File: src/rtl/ub_ctrl_pkg.sv
// Shared types and elaboration helpers for the unified-buffer port controllers.
// A port controller walks a 3-deep loop nest and fires its enable on an affine schedule.
package ub_ctrl_pkg;

  localparam int unsigned DEF_WIDTH   = 16;
  localparam int unsigned DEF_CYCLE_W = 32;
  localparam int unsigned NUM_LEVELS  = 3;

  typedef logic [DEF_CYCLE_W-1:0]           cycle_t;
  typedef logic [NUM_LEVELS-1:0][DEF_WIDTH-1:0] ctrl_vec_t;

  typedef enum logic [1:0] {
    IDLE = 2'd0,
    RUN  = 2'd1,
    DONE = 2'd2
  } ctrl_state_e;

  // Cycles covered by one full sweep of a level: (extent-1)*stride.
  function automatic logic [63:0] span(input logic [63:0] extent, input logic [63:0] stride);
    return (extent - 64'd1) * stride;
  endfunction

  function automatic bit fits(input int unsigned width, input logic [63:0] value);
    return (width >= 64) || ((value >> width) == 64'd0);
  endfunction

endpackage

File: src/rtl/ub_loop_level_counter.sv
// One level of the loop nest: a wrapping counter that advances on inc and flags
// its final value so the level above can be carried into.
module ub_loop_level_counter
  import ub_ctrl_pkg::*;
#(
  parameter int unsigned WIDTH = DEF_WIDTH
) (
  input  logic             clk,
  input  logic             rst_n,
  input  logic             clear,
  input  logic             inc,
  input  logic [WIDTH-1:0] extent,
  output logic [WIDTH-1:0] value,
  output logic             last
);

  logic [WIDTH-1:0] value_q;
  logic [WIDTH-1:0] value_d;

  assign last  = (value_q == (extent - WIDTH'(1)));
  assign value = value_q;

  always_comb begin
    value_d = value_q;
    if (clear) begin
      value_d = '0;
    end else if (inc) begin
      value_d = last ? '0 : (value_q + WIDTH'(1));
    end
  end

  always_ff @(posedge clk or negedge rst_n) begin
    if (!rst_n) begin
      value_q <= '0;
    end else begin
      value_q <= value_d;
    end
  end

endmodule

File: src/rtl/ub_affine_loop_ctrl.sv
// Schedule-driven port controller for a unified buffer: emits valid (wen/ren) and
// the iteration vector, issuing vector v at SCHED_OFFSET + sum(STRIDEi*vi) plus stalls.
module ub_affine_loop_ctrl
  import ub_ctrl_pkg::*;
#(
  parameter int unsigned WIDTH        = DEF_WIDTH,
  parameter int unsigned CYCLE_W      = DEF_CYCLE_W,
  parameter int unsigned EXT0         = 1,
  parameter int unsigned EXT1         = 62,
  parameter int unsigned EXT2         = 62,
  parameter int unsigned SCHED_OFFSET = 0,
  parameter int unsigned STRIDE0      = 4096,
  parameter int unsigned STRIDE1      = 64,
  parameter int unsigned STRIDE2      = 1
) (
  input  logic                  clk,
  input  logic                  rst_n,
  input  logic                  flush,
  input  logic                  en,
  output logic                  valid,
  output logic [2:0][WIDTH-1:0] ctrl_vars,
  output logic                  done
);

  localparam logic [63:0] SPAN0 = span(64'(EXT0), 64'(STRIDE0));
  localparam logic [63:0] SPAN1 = span(64'(EXT1), 64'(STRIDE1));
  localparam logic [63:0] SPAN2 = span(64'(EXT2), 64'(STRIDE2));

  // Step from one issue time to the next depends only on which levels wrap.
  localparam logic [63:0] DELTA2_L    = 64'(STRIDE2);
  localparam logic [63:0] DELTA1_L    = 64'(STRIDE1) - SPAN2;
  localparam logic [63:0] DELTA0_L    = 64'(STRIDE0) - SPAN1 - SPAN2;
  localparam logic [63:0] LAST_TIME_L = 64'(SCHED_OFFSET) + SPAN0 + SPAN1 + SPAN2;

  localparam logic [CYCLE_W-1:0] DELTA2   = DELTA2_L[CYCLE_W-1:0];
  localparam logic [CYCLE_W-1:0] DELTA1   = DELTA1_L[CYCLE_W-1:0];
  localparam logic [CYCLE_W-1:0] DELTA0   = DELTA0_L[CYCLE_W-1:0];
  localparam logic [CYCLE_W-1:0] OFFSET_C = CYCLE_W'(SCHED_OFFSET);

  if (CYCLE_W == 0 || CYCLE_W > 64) begin : g_bad_cycle_w
    $error("ub_affine_loop_ctrl: CYCLE_W must be in 1..64");
  end
  if (WIDTH == 0) begin : g_bad_width
    $error("ub_affine_loop_ctrl: WIDTH must be at least 1");
  end
  if (EXT0 == 0 || EXT1 == 0 || EXT2 == 0) begin : g_bad_extent
    $error("ub_affine_loop_ctrl: every loop extent must be at least 1");
  end
  if (STRIDE2 == 0) begin : g_bad_stride2
    $error("ub_affine_loop_ctrl: STRIDE2 must be at least 1");
  end
  if (64'(STRIDE1) <= SPAN2) begin : g_bad_stride1
    $error("ub_affine_loop_ctrl: STRIDE1 must exceed (EXT2-1)*STRIDE2");
  end
  if (64'(STRIDE0) <= (SPAN1 + SPAN2)) begin : g_bad_stride0
    $error("ub_affine_loop_ctrl: STRIDE0 must exceed (EXT1-1)*STRIDE1 + (EXT2-1)*STRIDE2");
  end
  if (!fits(CYCLE_W, LAST_TIME_L)) begin : g_bad_last_time
    $error("ub_affine_loop_ctrl: last issue time does not fit in CYCLE_W");
  end
  if (!fits(WIDTH, 64'(EXT0) - 64'd1) || !fits(WIDTH, 64'(EXT1) - 64'd1) ||
      !fits(WIDTH, 64'(EXT2) - 64'd1)) begin : g_bad_var_width
    $error("ub_affine_loop_ctrl: WIDTH cannot hold EXT-1 for some level");
  end

  ctrl_state_e        state_q, state_d;
  logic [CYCLE_W-1:0] cycle_q, cycle_d;
  logic [CYCLE_W-1:0] next_time_q, next_time_d;
  logic [CYCLE_W-1:0] step;

  logic             inc0, inc1, inc2;
  logic             last0, last1, last2;
  logic             final_iter;
  logic             advance;
  logic [WIDTH-1:0] value0, value1, value2;

  ub_loop_level_counter #(.WIDTH(WIDTH)) u_level0 (
    .clk    (clk),
    .rst_n  (rst_n),
    .clear  (flush),
    .inc    (inc0),
    .extent (WIDTH'(EXT0)),
    .value  (value0),
    .last   (last0)
  );

  ub_loop_level_counter #(.WIDTH(WIDTH)) u_level1 (
    .clk    (clk),
    .rst_n  (rst_n),
    .clear  (flush),
    .inc    (inc1),
    .extent (WIDTH'(EXT1)),
    .value  (value1),
    .last   (last1)
  );

  ub_loop_level_counter #(.WIDTH(WIDTH)) u_level2 (
    .clk    (clk),
    .rst_n  (rst_n),
    .clear  (flush),
    .inc    (inc2),
    .extent (WIDTH'(EXT2)),
    .value  (value2),
    .last   (last2)
  );

  assign ctrl_vars  = {value2, value1, value0};
  assign final_iter = last0 & last1 & last2;

  // The final vector never advances, so DONE holds the last issued iteration.
  always_comb begin
    advance = valid & ~final_iter;
    inc2    = advance;
    inc1    = advance & last2;
    inc0    = advance & last2 & last1;
    if (!last2) begin
      step = DELTA2;
    end else if (!last1) begin
      step = DELTA1;
    end else begin
      step = DELTA0;
    end
  end

  always_comb begin
    state_d     = state_q;
    cycle_d     = cycle_q;
    next_time_d = next_time_q;
    valid       = 1'b0;
    done        = (state_q == DONE);

    unique case (state_q)
      IDLE: state_d = RUN;
      RUN: begin
        if (en) begin
          cycle_d = cycle_q + CYCLE_W'(1);
          if (cycle_q == next_time_q) begin
            valid = 1'b1;
            if (final_iter) begin
              state_d = DONE;
            end else begin
              next_time_d = next_time_q + step;
            end
          end
        end
      end
      DONE: state_d = DONE;
      default: state_d = IDLE;
    endcase

    // A same-cycle access still shows on valid; the restart takes the edge.
    if (flush) begin
      state_d     = IDLE;
      cycle_d     = '0;
      next_time_d = OFFSET_C;
    end
  end

  always_ff @(posedge clk or negedge rst_n) begin
    if (!rst_n) begin
      state_q     <= IDLE;
      cycle_q     <= '0;
      next_time_q <= OFFSET_C;
    end else begin
      state_q     <= state_d;
      cycle_q     <= cycle_d;
      next_time_q <= next_time_d;
    end
  end

endmodule

File: config.mk
export PLATFORM = sky130hd
export DESIGN_NAME = ub_affine_loop_ctrl
export DESIGN_NICKNAME = d
export VERILOG_FILES = /design/src/rtl/ub_ctrl_pkg.sv /design/src/rtl/ub_loop_level_counter.sv /design/src/rtl/ub_affine_loop_ctrl.sv
export SDC_FILE = /design/constraint.sdc
export NUM_CORES = 1
export LEC_CHECK = 0
export ABC_AREA = 1
export BUFFER_PORTS_ARGS = -buffer_cell sky130_fd_sc_hd__buf_4
export CORE_ASPECT_RATIO = 1.25
export CORE_UTILIZATION = 40
export DETAILED_ROUTE_END_ITERATION = 12
export PLACE_DENSITY_LB_ADDON = 0.12
export SYNTH_ARGS = -nofsm -noshare
export SYNTH_HDL_FRONTEND = slang
export SYNTH_SLANG_ARGS = --single-unit
File: constraint.sdc
create_clock -name clk -period 3.51 [get_ports clk]
set_clock_uncertainty 0.15 [all_clocks]
set_input_delay 0.351 -clock clk [delete_from_list [all_inputs] [get_ports clk]]
set_output_delay 0.351 -clock clk [all_outputs]
set_load 0.01 [all_outputs]
Yosys cells after proc, flatten, opt, wreduce, memory -nomap -nowiden
Index checks and enable logic that the tools add are counted.
{"block": "classes", "add_sub_neg": 5, "multipliers": 0, "n_div": 0, "n_lt_le_gt_ge": 0, "n_eq_ne": 9, "shifts": 0, "muxes": 27, "bitwise_logic": 6, "n_reduce_logical": 11}
{"cell": "32-bit 2-to-1 mux", "n": 9}
{"cell": "16-bit 2-to-1 mux", "n": 9}
{"cell": "16-bit by 1-bit adder with 16-bit output (second input constant)", "n": 3}
{"cell": "32-bit by 1-bit adder with 32-bit output (second input constant)", "n": 1}
{"cell": "32-bit adder", "n": 1}
{"cell": "16-bit by 6-bit == test with 1-bit output (second input constant)", "n": 2}
{"cell": "32-bit == test", "n": 1}
{"cell": "16-bit logical NOT", "n": 1}
{"cell": "2-bit nonzero test", "n": 6}
{"cell": "3-bit inequality test (second input constant)", "n": 3}
{"cell": "2-bit 2-to-1 mux", "n": 4}
{"cell": "8-bit 2-to-1 mux", "n": 1}
{"cell": "2-bit one-hot mux with 3 select lines", "n": 1}
{"cell": "1-bit AND", "n": 5}
{"cell": "4-bit AND reduction", "n": 1}
{"cell": "1-bit 2-to-1 mux", "n": 3}
{"cell": "3-bit AND reduction", "n": 1}
{"cell": "2-bit by 1-bit == test with 1-bit output (second input constant)", "n": 1}
{"cell": "2-bit == test (second input constant)", "n": 1}
{"cell": "2-bit logical NOT", "n": 1}
{"cell": "2-bit inequality test (second input constant)", "n": 1}
{"cell": "2-bit AND reduction", "n": 1}
{"cell": "1-bit inverter", "n": 1}
{"block": "totals", "reg_bits": 114, "latch_bits": 0, "ram_bits": 0, "rom_bits": 0, "inputBits": 4, "out_inout_bits": 50, "word_cells": 64, "mem_count": 0}

Depth between registers and ports, before layout
Gate-level depths: netlist of run 1.
{"block": "depth", "depth_word": 9, "ltp_mapped": 17, "depth_no_buf": 17}

By module
Synthesis of run 1 repeated with hierarchy kept, for this count alone.
{"block": "unflattened", "cells_unflattened": 1613, "area_unflattened_um2": 10261.1}
{"mod": "ub_loop_level_counter", "n_inst": 3, "cells_each": 298, "area_each_um2": 1830.5, "seq_area_each_um2": 400.4}
{"mod": "ub_affine_loop_ctrl", "n_inst": 1, "cells_each": 719, "area_each_um2": 4769.6, "seq_area_each_um2": 1651.6}

Worst setup path after synthesis of run 1
Ideal clock, no wire load.
{"block": "synth_timing", "kind": "flip-flop to flip-flop", "from": "register u_level2.value_q[1] (netlist: u_level2.value[1])", "to": "register next_time_q[11]", "setup_time_ps": 119, "arrival_ps": 2354, "t_required_ps": 3241, "slack_ps": 887, "path_stages_with_launch": 16, "n_path_buf": 0, "synth_period_minus_slack_ps": 2623, "cell_sequence": "dfrtp_1 -> inv_1 -> ha_1 -> inv_1 -> nor2_1 -> nand4_1 -> nor4_1 -> ha_1 -> nand4_1 -> nor2_1 -> nor2_1 -> o21ai_0 -> and2_1 -> or2_2 -> nand4_1 -> nand2_1"}
{"block": "synth_via", "elab_chain_len": 8, "elab_cells_between_ends": 11, "classes_between": "1 x add/sub; 2 x eq/ne; 6 x mux; 1 x bitwise; 1 x reduce/logical"}
{"element": "start, declared", "line_no": "ub_loop_level_counter.sv:17", "source": "logic [WIDTH-1:0] value_q;"}
{"element": "start signal, assigned", "line_no": "ub_loop_level_counter.sv:36", "source": "value_q <= value_d;"}
{"element": "16-bit by 6-bit == test with 1-bit output *", "line_no": "ub_loop_level_counter.sv:20", "source": "assign last = (value_q == (extent - WIDTH'(1)));"}
{"element": "32-bit 2-to-1 mux", "line_no": "ub_affine_loop_ctrl.sv:116", "source": "if (!last2) begin"}
{"element": "32-bit adder", "line_no": "ub_affine_loop_ctrl.sv:142", "source": "next_time_d = next_time_q + step;"}
{"element": "32-bit 2-to-1 mux", "line_no": "ub_affine_loop_ctrl.sv:139", "source": "if (final_iter) begin"}
{"element": "32-bit 2-to-1 mux", "line_no": "ub_affine_loop_ctrl.sv:137", "source": "if (cycle_q == next_time_q) begin"}
{"element": "32-bit 2-to-1 mux", "line_no": "ub_affine_loop_ctrl.sv:135", "source": "if (en) begin"}
{"element": "32-bit 2-to-1 mux", "line_no": "ub_affine_loop_ctrl.sv:132", "source": "unique case (state_q)"}
{"element": "32-bit 2-to-1 mux", "line_no": "ub_affine_loop_ctrl.sv:152", "source": "if (flush) begin"}
{"element": "end signal, assigned", "line_no": "ub_affine_loop_ctrl.sv:167", "source": "next_time_q <= next_time_d;"}
{"element": "end, declared", "line_no": "ub_affine_loop_ctrl.sv:68", "source": "logic [CYCLE_W-1:0] next_time_q, next_time_d;"}
Mark *: on every way between the ends. The rest lies on a longest branch, timed or not. The select of a mux whose other input is x is not followed.
A chain may end at the register's enable or synchronous reset.

Worst setup path in the final report of run 1
Same ends and word-level chain as after synthesis.

==> results.ini, run 1 <==
[outcome]
status=finished, final reports clean

[yosys]
synth_edf_count=0
synth_seq_area_share_pct=35.3
synth.avg_cell_area_um2=6.82
synthAdderAreaFrac_pct=2.10
yosys_register_bits=114
ys_warn_count=0
ys_types=42
muxShareOfSynthArea_pct=0
synth-simple-area-share_pct=39.8
synth_flop_cell=dfrtp_1
syn_inst=1186
synth_compound_area_share_pct=6.84
syn_area_um2=8090
synth_top_family_by_area=simple AND/OR/NAND/NOR gates
synth_nets=1203
synthXorXnorAreaFrac_pct=6.50
ys_async_sr_fraction_pct=100

[setup_path]
end_kind=flip-flop
cp-start-kind=flip-flop
crit_family=simple AND/OR/NAND/NOR gates
r2r_end=next_time_q[11]
worst_path_largest_cell_delay_ns=0.40
critPathBufInv=2
cp_slowest_cell=dfrtp_1
cp_cell_sequence=inv_1 > ha_1 > inv_1 > nor2_1 > nand4_1 > nor4_1 > ha_1 > nand4_1 > nor2_1 > nor2_1 > o21ai_0 > and2_1 > or2_2 > nand4_1 > nand2_1
worstPathMaxFanout=4
crit_required_ns=3.67
r2r_cells=15
rr_startpoint=u_level2.value[1]
rrSetupSlack_ns=0.53
criticalPathCategory=flip-flop to flip-flop
worst_ep_arrival_time_ns=3.13

[flow_run]
cap_viol_max_count=0

[clock_network]
clk-insertion-delay-late_ns=0.42
clk_pin_slew_worst_paths_ns=0.06
clockBufferDepth=2
clkSinkCount=114
root_buffer=clkbuf_16
numCtsBuffers=17
cts_tree=built
cts-resized-gates=0
htreeDepth=4

[layout]
finalNetCount=1241
postLayoutCellArea_um2=9310
syn_to_final_growth_pct=15.2
multiInputGateArea_um2=4470
seq_area_um2=2850
final_cell_mix=319 x nand2_1, 135 x nor2_1, 124 x inv_1
fill_cells=2026
antennaDiodeCount=0
drive_gt1_share_pct=11.0
layout_commonest_cell=nand2_1

[routing]
vias=7763
wl_per_cell_um=15.6
wl_met1_um=10300
drc=0
routed.top_layer=met4
drt_wl_total_um=23400
wl_met2_um=11900
ant_nets=0
met3_length_um=815
drt-vias-per-instance=5.17
drt_first_iter_violations=471
dr.pass1.iters=6

[timing]
hold_viol=0
period_share_pct=84.8
tightest_slew_ns=0.781
relSlewSlack_pct=47.9
fin_tns_setup_ns=0
slew_viol_final=0
period_needed_ns=2.98
fmax_ghz=0.336
rsz0062_at_grt=no
setup_violations=0

[floorplanning]
boundaryPins=54
core.rowCount=57
fp.dieH_um=161
start_util_pct=41.2
die_x_um=129
core_um2=19600
die_area_um2=20800

[pwr]
power_switching_w=0.00109
power.share.clock_pct=49.1
internal_power_w=0.00286
p_comb_share_pct=14.2
pwr-share-seq_pct=36.7
ir_worst_vdd_mv=0.339
power_density_nw_per_um2=425
leakagePower_nw=4.28
netSwitchingFraction_pct=27.6

[global_route]
grt_pass1_wl_um=39400
grt_start_max_net_pins=59
globalRouteOverflowTotal=0
antenna_found_initial=0
grt_use_total_pct=24.2
grt_pass1_vias=7519

[placed_design]
io_buffer_count=53
hpwl_um=17000
gp_congestion=0.891
postPlaceCellArea_um2=8640

[min_path]
min_from=en
hold_class=primary input to flip-flop
hold_depth=4
holdPathEnd=cycle_q[2]

-- how the worst max path moves through the flow --
stage | slack [ns] | depth (start not counted) | startpoint | end
final | 0.53 | 15 | u_level2.value[1] | next_time_q[11]
after global routing | 0.27 | 16 | u_level2.value[1] | next_time_q[10]
after CTS | 0.54 | 15 | u_level2.value[1] | next_time_q[11]
after detailed placement | 0.57 | 15 | u_level2.value[1] | next_time_q[11]
after global placement | 0.68 | 17 | u_level2.value[1] | next_time_q[26]
after floorplan | 0.89 | 15 | u_level2.value[1] | next_time_q[11]
-- stage by stage --
step | hold WS [ns] | power (W) | utilization (%) | setup slack [ns] | std cells
floorplan | -0.0946 | 0.00185 | - | 0.887 | 1186
detailed placement | 0.340 | 0.00204 | 44.1 | 0.566 | 1469
finish | 0.242 | 0.00395 | 47.5 | 0.532 | 1502
global placement | 0.341 | 0.00204 | 44.1 | 0.680 | 1469
global route | 0.273 | 0.00414 | 47.5 | 0.266 | 1502
CTS | 0.225 | 0.00400 | 47.5 | 0.539 | 1502
-- cell type report --
cell class | count | area share [%]
well taps | 265 | 3.56
clock inverters | 8 | 1.57
inverters | 137 | 5.52
repair buffers | 63 | 5.24
flip-flops and latches | 114 | 30.6
clock buffers | 24 | 5.50
multi-input cells | 891 | 48.0
-- worst reg2reg max path: stages, from the launching register on --
cell and delay, ns:
dfrtp_1 0.40, inv_1 0.09, ha_1 0.14, inv_1 0.06
nor2_1 0.08, nand4_1 0.19, nor4_1 0.33, ha_1 0.31
nand4_1 0.13, nor2_1 0.08, nor2_1 0.08, o21ai_0 0.17
and2_1 0.22, or2_2 0.28, nand4_1 0.08, nand2_1 0.06
-- per-layer routing --
metal | vias up | global-route usage [%]
met3 | 32 | 3.73
met4 | 0 | 7.06
li1 | 3950 | -
met5 | - | 0
met2 | 177 | 42.0
met1 | 3604 | 30.7
-- flip-flops by register name, summed over array words and instances (netlist names) --
name	count
cycle_q	32
next_time_q	32
u_level0.value	16
u_level1.value	16
u_level2.value	16
state_q	2
-- logic make-up after synthesis --
group	count (synthesis)
AO/OA/AOI/OAI	103
buffers and inverters	181
flip-flops	114
AND/OR/NAND/NOR	715
adder cells (fa/ha/maj)	13
XOR/XNOR	60
-- Yosys cell counts, types with 13 or more instances --
| cell | instances | area [um^2] |
|---|---|---|
| nand3_1 | 98 | 490 |
| dfrtp_1 | 114 | 2850 |
| nor3_1 | 38 | 190 |
| nand4_1 | 72 | 450 |
| nor2_1 | 135 | 507 |
| o21ai_0 | 29 | 145 |
| o21ai_1 | 34 | 170 |
| inv_1 | 125 | 469 |
| nand2_1 | 319 | 1200 |
| xor2_1 | 38 | 333 |
| a21oi_1 | 25 | 125 |
| xnor2_1 | 22 | 193 |
| or2_2 | 13 | 81.3 |
| clkbuf_1 | 15 | 56.3 |
-- timing repair --
item	in CTS	in global routing
buffers inserted	0	0
endpoints found under the hold margin	56	0
hold buffers	1	0
-- power groups by stage --
stage	Sequential, W	Clock [W]	Combinational (W)
after detailed placement	0.00147	0	0.000568
after CTS	0.00145	0.00198	0.000573
final	0.00145	0.00194	0.000562
after floorplan	0.00147	0	0.000381
after global routing	0.00146	0.00203	0.000645
after global placement	0.00147	0	0.000571
Power figures use the tool's default switching activity.
==> run 2, diff against run 1 <==
--- a/config.mk
+++ b/config.mk
@@ -5,7 +5,7 @@
 export SDC_FILE = /design/constraint.sdc
 export NUM_CORES = 1
 export LEC_CHECK = 0
-export ABC_AREA = 1
+export ABC_AREA = 0
 export BUFFER_PORTS_ARGS = -buffer_cell sky130_fd_sc_hd__buf_4
 export CORE_ASPECT_RATIO = 1.25
 export CORE_UTILIZATION = 40
==> constraint.sdc (replaced) <==
create_clock -name clk -period 3.1 [get_ports clk]
set_clock_uncertainty 0.15 [all_clocks]
set_input_delay 0.31 -clock clk [delete_from_list [all_inputs] [get_ports clk]]
set_output_delay 0.31 -clock clk [all_outputs]
set_load 0.01 [all_outputs]
==> results.ini, run 2 <==
[outcome]
violations=setup timing
status=finished with violations

[floorplanning]
die_x_um=119
boundaryPins=54
core_um2=16800
core.rowCount=53
die_area_um2=17600
fp.dieH_um=148
start_util_pct=40.8

[yosys]
ys_warn_count=0
synth_nets=790
synth_seq_area_share_pct=41.7
synth.avg_cell_area_um2=8.86
ys_types=50
synth_top_cell_area_share_pct=41.7
ys_top_cells_by_count=114 x dfrtp_1, 71 x a21oi_1, 70 x nand3_1, 55 x nand2_1, 54 x nor2_1
ys_top_cells_by_area=dfrtp_1 42%, xor2_1 5.5%, a21oi_1 5.2%
syn_inst=773
synth_flop_cell=dfrtp_1
yosys_register_bits=114
synth_top_cell_by_area=dfrtp_1
synth.most_common_cell=dfrtp_1
synth_edf_count=0
syn_area_um2=6850
ys_async_sr_fraction_pct=100

[pwr]
leakagePower_nw=4.21
power_switching_w=0.00115
netSwitchingFraction_pct=25.5
p_comb_share_pct=13.5
power.share.clock_pct=52.2
internal_power_w=0.00335
pwr-share-seq_pct=34.3
power_density_nw_per_um2=479
p_total_w=0.00450
ir_worst_vdd_mv=0.355

[global_route]
grt_pass1_vias=6421
grt_start_max_net_pins=92
antenna_found_initial=0
globalRouteOverflowTotal=0
grt_pass1_wl_um=32100
grt_use_total_pct=23.0

[clock_network]
numCtsBuffers=17
cts_tree=built
clk_pin_slew_worst_paths_ns=0.06
clkSinkCount=114
htreeDepth=4
root_buffer=clkbuf_16
clk-insertion-delay-late_ns=0.43
clockBufferDepth=2

[layout]
final_cells=1167
syn_to_final_growth_pct=37.2
final_cell_mix=172 x buf_4, 114 x dfrtp_1, 66 x nand3_1
top_regs=cycle_q (32), next_time_q (32)
antennaDiodeCount=0
finalNetCount=951
drive_gt1_share_pct=28.4
layout_commonest_cell=buf_4

[routing]
drc=0
wl_per_cell_um=16.9
drt_wl_total_um=19700
vias=6438
drt_first_iter_violations=293
dr.pass1.iters=4
drt-vias-per-instance=5.52
ant_nets=0

[timing]
slew_viol_final=0
setup_slack_ns=-0.0799
period_share_pct=103
tightest_slew_ns=1.07
relSlewSlack_pct=28.7
period_needed_ns=3.18
fmax_ghz=0.314
setup_violations=15
rsz0062_at_grt=yes
hold_viol=0

[setup_path]
criticalPathCategory=flip-flop to flip-flop
end_kind=flip-flop
crit_required_ns=3.28
cp-start-kind=flip-flop
worstPathMaxFanout=8
worst_ep_arrival_time_ns=3.36

[min_path]
hold_class=primary input to asynchronous set/reset pin

[flow_run]
cap_viol_max_count=0

[placed_design]
placed_cells=1122
io_buffer_count=53
gp_congestion=0.827
hpwl_um=13500

## run 2: area by class of cell
class / count / area (um^2)
multi-input cells: 597 / 4000
well taps: 220 / 275
flip-flops and latches: 114 / 2850
clock buffers: 19 / 443
clock inverters: 13 / 256
repair buffers: 185 / 1480
inverters: 19 / 86.3
fillers: 1507 / 7380
## run 2: timing repair
| item | CTS | global route |
|---|---|---|
| gates resized for setup | 16 | 39 |
| gates cloned | 0 | 3 |
| buffers inserted | 2 | 7 |
| endpoints found under the setup margin | 56 | 45 |
| hold endpoints to repair | 27 | 0 |
| pin swaps | 3 | 15 |
| hold buffers | 1 | 0 |
## run 2: routing by layer
metal	share of wire, %	track usage (%)	up-vias
li1	-	-	3133
met1	42	27.2	3176
met2	53	41.2	105
met3	2.5	4.10	24
met4	1.8	8.67	0
met5	0	0	-
## run 2: through the flow
stage	utilization [%]	setup WS [ns]	TNS (ns)	hold WS [ns]	instance area, um^2
final	56.0	-0.0799	-0.521	0.205	9390
after floorplan	-	-0.250	-2.39	-0.136	6920
after global placement	49.6	-0.110	-2.17	0.114	8330
after CTS	54.4	-0.0787	-0.382	0.224	9130
after global routing	56.0	-0.226	-3.90	0.243	9390
after detailed placement	49.6	-0.213	-5.26	0.120	8330
## run 2: worst paths after layout
kind,start,to,slack [ns],depth (start not counted)
max reg2reg,u_level2.value[14],next_time_q[13],-0.08,12
min in group clk,en,cycle_q[1],0.26,5
min reg2reg,u_level0.value[15],u_level0.value[15],0.36,1
min,rst_n,cycle_q[11],0.21,2
max in group asynchronous,rst_n,u_level1.value[0],1.76,3
max,u_level2.value[14],next_time_q[13],-0.08,12
## run 2: power by group through the flow
stage	Sequential [W]	Clock (W)	Combinational (W)
after floorplan	0.00157	0	0.000300
after global placement	0.00157	0	0.000532
after detailed placement	0.00157	0	0.000550
after CTS	0.00154	0.00238	0.000585
after global routing	0.00155	0.00245	0.000670
final	0.00154	0.00235	0.000607
## run 2: kinds of logic after synthesis
logic type / count (synthesis) / share of synthesized area, %
AOI/OAI and AO/OA: 139 / 11.2
xor gates and xnor gates: 60 / 7.68
adders and majority gates: 13 / 2.49
buffers and inverters: 63 / 3.98
DFF: 114 / 41.7
muxes: 27 / 4.02
and+or+nand+nor: 357 / 28.9
## run 2: worst max-delay path, stage by stage, from the launching register on
cell      delay (ns)
dfrtp_1         0.38
or4_4           0.54
or4_4           0.60
clkinv_8        0.09
ha_4            0.12
a21o_1          0.14
nand2_2         0.07
o21bai_1        0.14
buf_4           0.20
buf_6           0.11
nand3_1         0.09
or3_1           0.33
a21oi_1         0.13
==> run 3, diff against run 2 <==
--- a/config.mk
+++ b/config.mk
@@ -11,6 +11,7 @@
 export CORE_UTILIZATION = 40
 export DETAILED_ROUTE_END_ITERATION = 12
 export PLACE_DENSITY_LB_ADDON = 0.12
+export SKIP_LAST_GASP = 1
 export SYNTH_ARGS = -nofsm -noshare
 export SYNTH_HDL_FRONTEND = slang
 export SYNTH_SLANG_ARGS = --single-unit
==> results.ini, run 3 (synthesized netlist as in run 2, its figures left out) <==
[timing]
relSlewSlack_pct=28.5
period_needed_ns=3.18
slew_viol_final=0
fin_tns_setup_ns=-0.577
setup_slack_ns=-0.0811
tightest_slew_ns=1.07
setup_violations=18
hold_ws_ns=0.207
period_share_pct=103
rsz0062_at_grt=yes
hold_viol=0
fmax_ghz=0.314

[setup_path]
rr_startpoint=u_level2.value[14]
cp-start-kind=flip-flop
r2r_end=next_time_q[13]
end_kind=flip-flop
worst_ep_arrival_time_ns=3.36
rrSetupSlack_ns=-0.08
worstPathMaxFanout=8
crit_required_ns=3.28
criticalPathCategory=flip-flop to flip-flop
r2r_cells=12

[clock_network]
numCtsBuffers=17
clockBufferDepth=2
clkSinkCount=114
htreeDepth=4
clk-insertion-delay-late_ns=0.43
cts_tree=built
clk_pin_slew_worst_paths_ns=0.06
root_buffer=clkbuf_16

[floorplanning]
die_area_um2=17600
core_um2=16800
die_x_um=119
fp.dieH_um=148
start_util_pct=40.8
boundaryPins=54
core.rowCount=53

[placed_design]
gp_congestion=0.827
hpwl_um=13500
postPlaceCellArea_um2=8330
io_buffer_count=53
placed_cells=1122

[pwr]
power_density_nw_per_um2=481
ir_worst_vdd_mv=0.355
leakagePower_nw=4.21

[layout]
syn_to_final_growth_pct=36.5
layout_commonest_cell=buf_4
multiInputGateArea_um2=3950
postLayoutCellArea_um2=9350
fin_util_pct=55.7
finalNetCount=951
drive_gt1_share_pct=27.3
seq_area_um2=2850
fill_cells=1512
final_cells=1167
final_cell_mix=172 x buf_4, 114 x dfrtp_1, 68 x a21oi_1
top_regs=cycle_q (32), next_time_q (32)
antennaDiodeCount=0

[routing]
drt-vias-per-instance=5.51
met3_length_um=473
wl_met1_um=8360
drt_wl_total_um=19600
routed.top_layer=met4
drc=0
ant_nets=0
vias=6430
drt_first_iter_violations=325
wl_met2_um=10500
wl_per_cell_um=16.8
dr.pass1.iters=4

[global_route]
grt_use_total_pct=23.0
antenna_found_initial=0
globalRouteOverflowTotal=0
grt_pass1_wl_um=32100
grt_pass1_vias=6423
grt_start_max_net_pins=92

[flow_run]
cap_viol_max_count=0

[min_path]
hold_class=primary input to asynchronous set/reset pin

[outcome]
violations=setup timing
status=finished with violations

[run 3: per-stage QoR]
step	total power [W]	setup slack [ns]
floorplan	0.00187	-0.250
global placement	0.00210	-0.110
detailed placement	0.00212	-0.213
CTS	0.00451	-0.0787
global route	0.00466	-0.226
finish	0.00449	-0.0811
[run 3: how the worst max path moves through the flow]
stage,start,endpoint,slack (ns),depth (start not counted)
global route,u_level2.value[1],next_time_q[11],-0.23,14
CTS,u_level2.value[14],next_time_q[13],-0.08,12
global placement,u_level2.value[1],next_time_q[23],-0.11,15
finish,u_level2.value[14],next_time_q[13],-0.08,12
detailed placement,u_level2.value[14],next_time_q[29],-0.21,12
floorplan,u_level2.value[14],next_time_q[21],-0.25,13
[run 3: timing repair]
action	4_1_cts	5_1_grt
resized for setup	16	25
pin swaps	3	11
hold buffers	1	0
hold endpoints to repair	27	0
endpoints found under the setup margin	56	45
cloned	0	3
buffers inserted	2	7
[run 3: area by class of cell]
| cell class | instances | area share, % |
|---|---|---|
| multi-input cells | 597 | 42.3 |
| clock buffers | 19 | 4.74 |
| flip-flops and latches | 114 | 30.5 |
| clock inverters | 13 | 2.74 |
| inverters | 19 | 0.897 |
| well taps | 220 | 2.95 |
| repair buffers | 185 | 15.8 |
[run 3: metal layers]
metal,track usage [%],up-vias
met5,0,-
met2,41.2,90
li1,-,3141
met1,27.2,3176
met3,4.10,23
met4,8.67,0
[run 3: critical path, cell delays in order, from the launching register on]
cell	delay, ns
dfrtp_1	0.38
or4_4	0.54
or4_4	0.60
clkinv_8	0.09
ha_4	0.12
a21o_1	0.14
nand2_2	0.07
o21bai_1	0.14
buf_4	0.20
buf_6	0.11
nand3_1	0.09
or3_1	0.33
a21oi_1	0.13
[run 3: power by group]
group / total [W] / switching [W] / internal [W]
Clock: 0.00234 / 0.000736 / 0.00161
Sequential: 0.00154 / 0.0000234 / 0.00152
Combinational: 0.000604 / 0.000381 / 0.000223
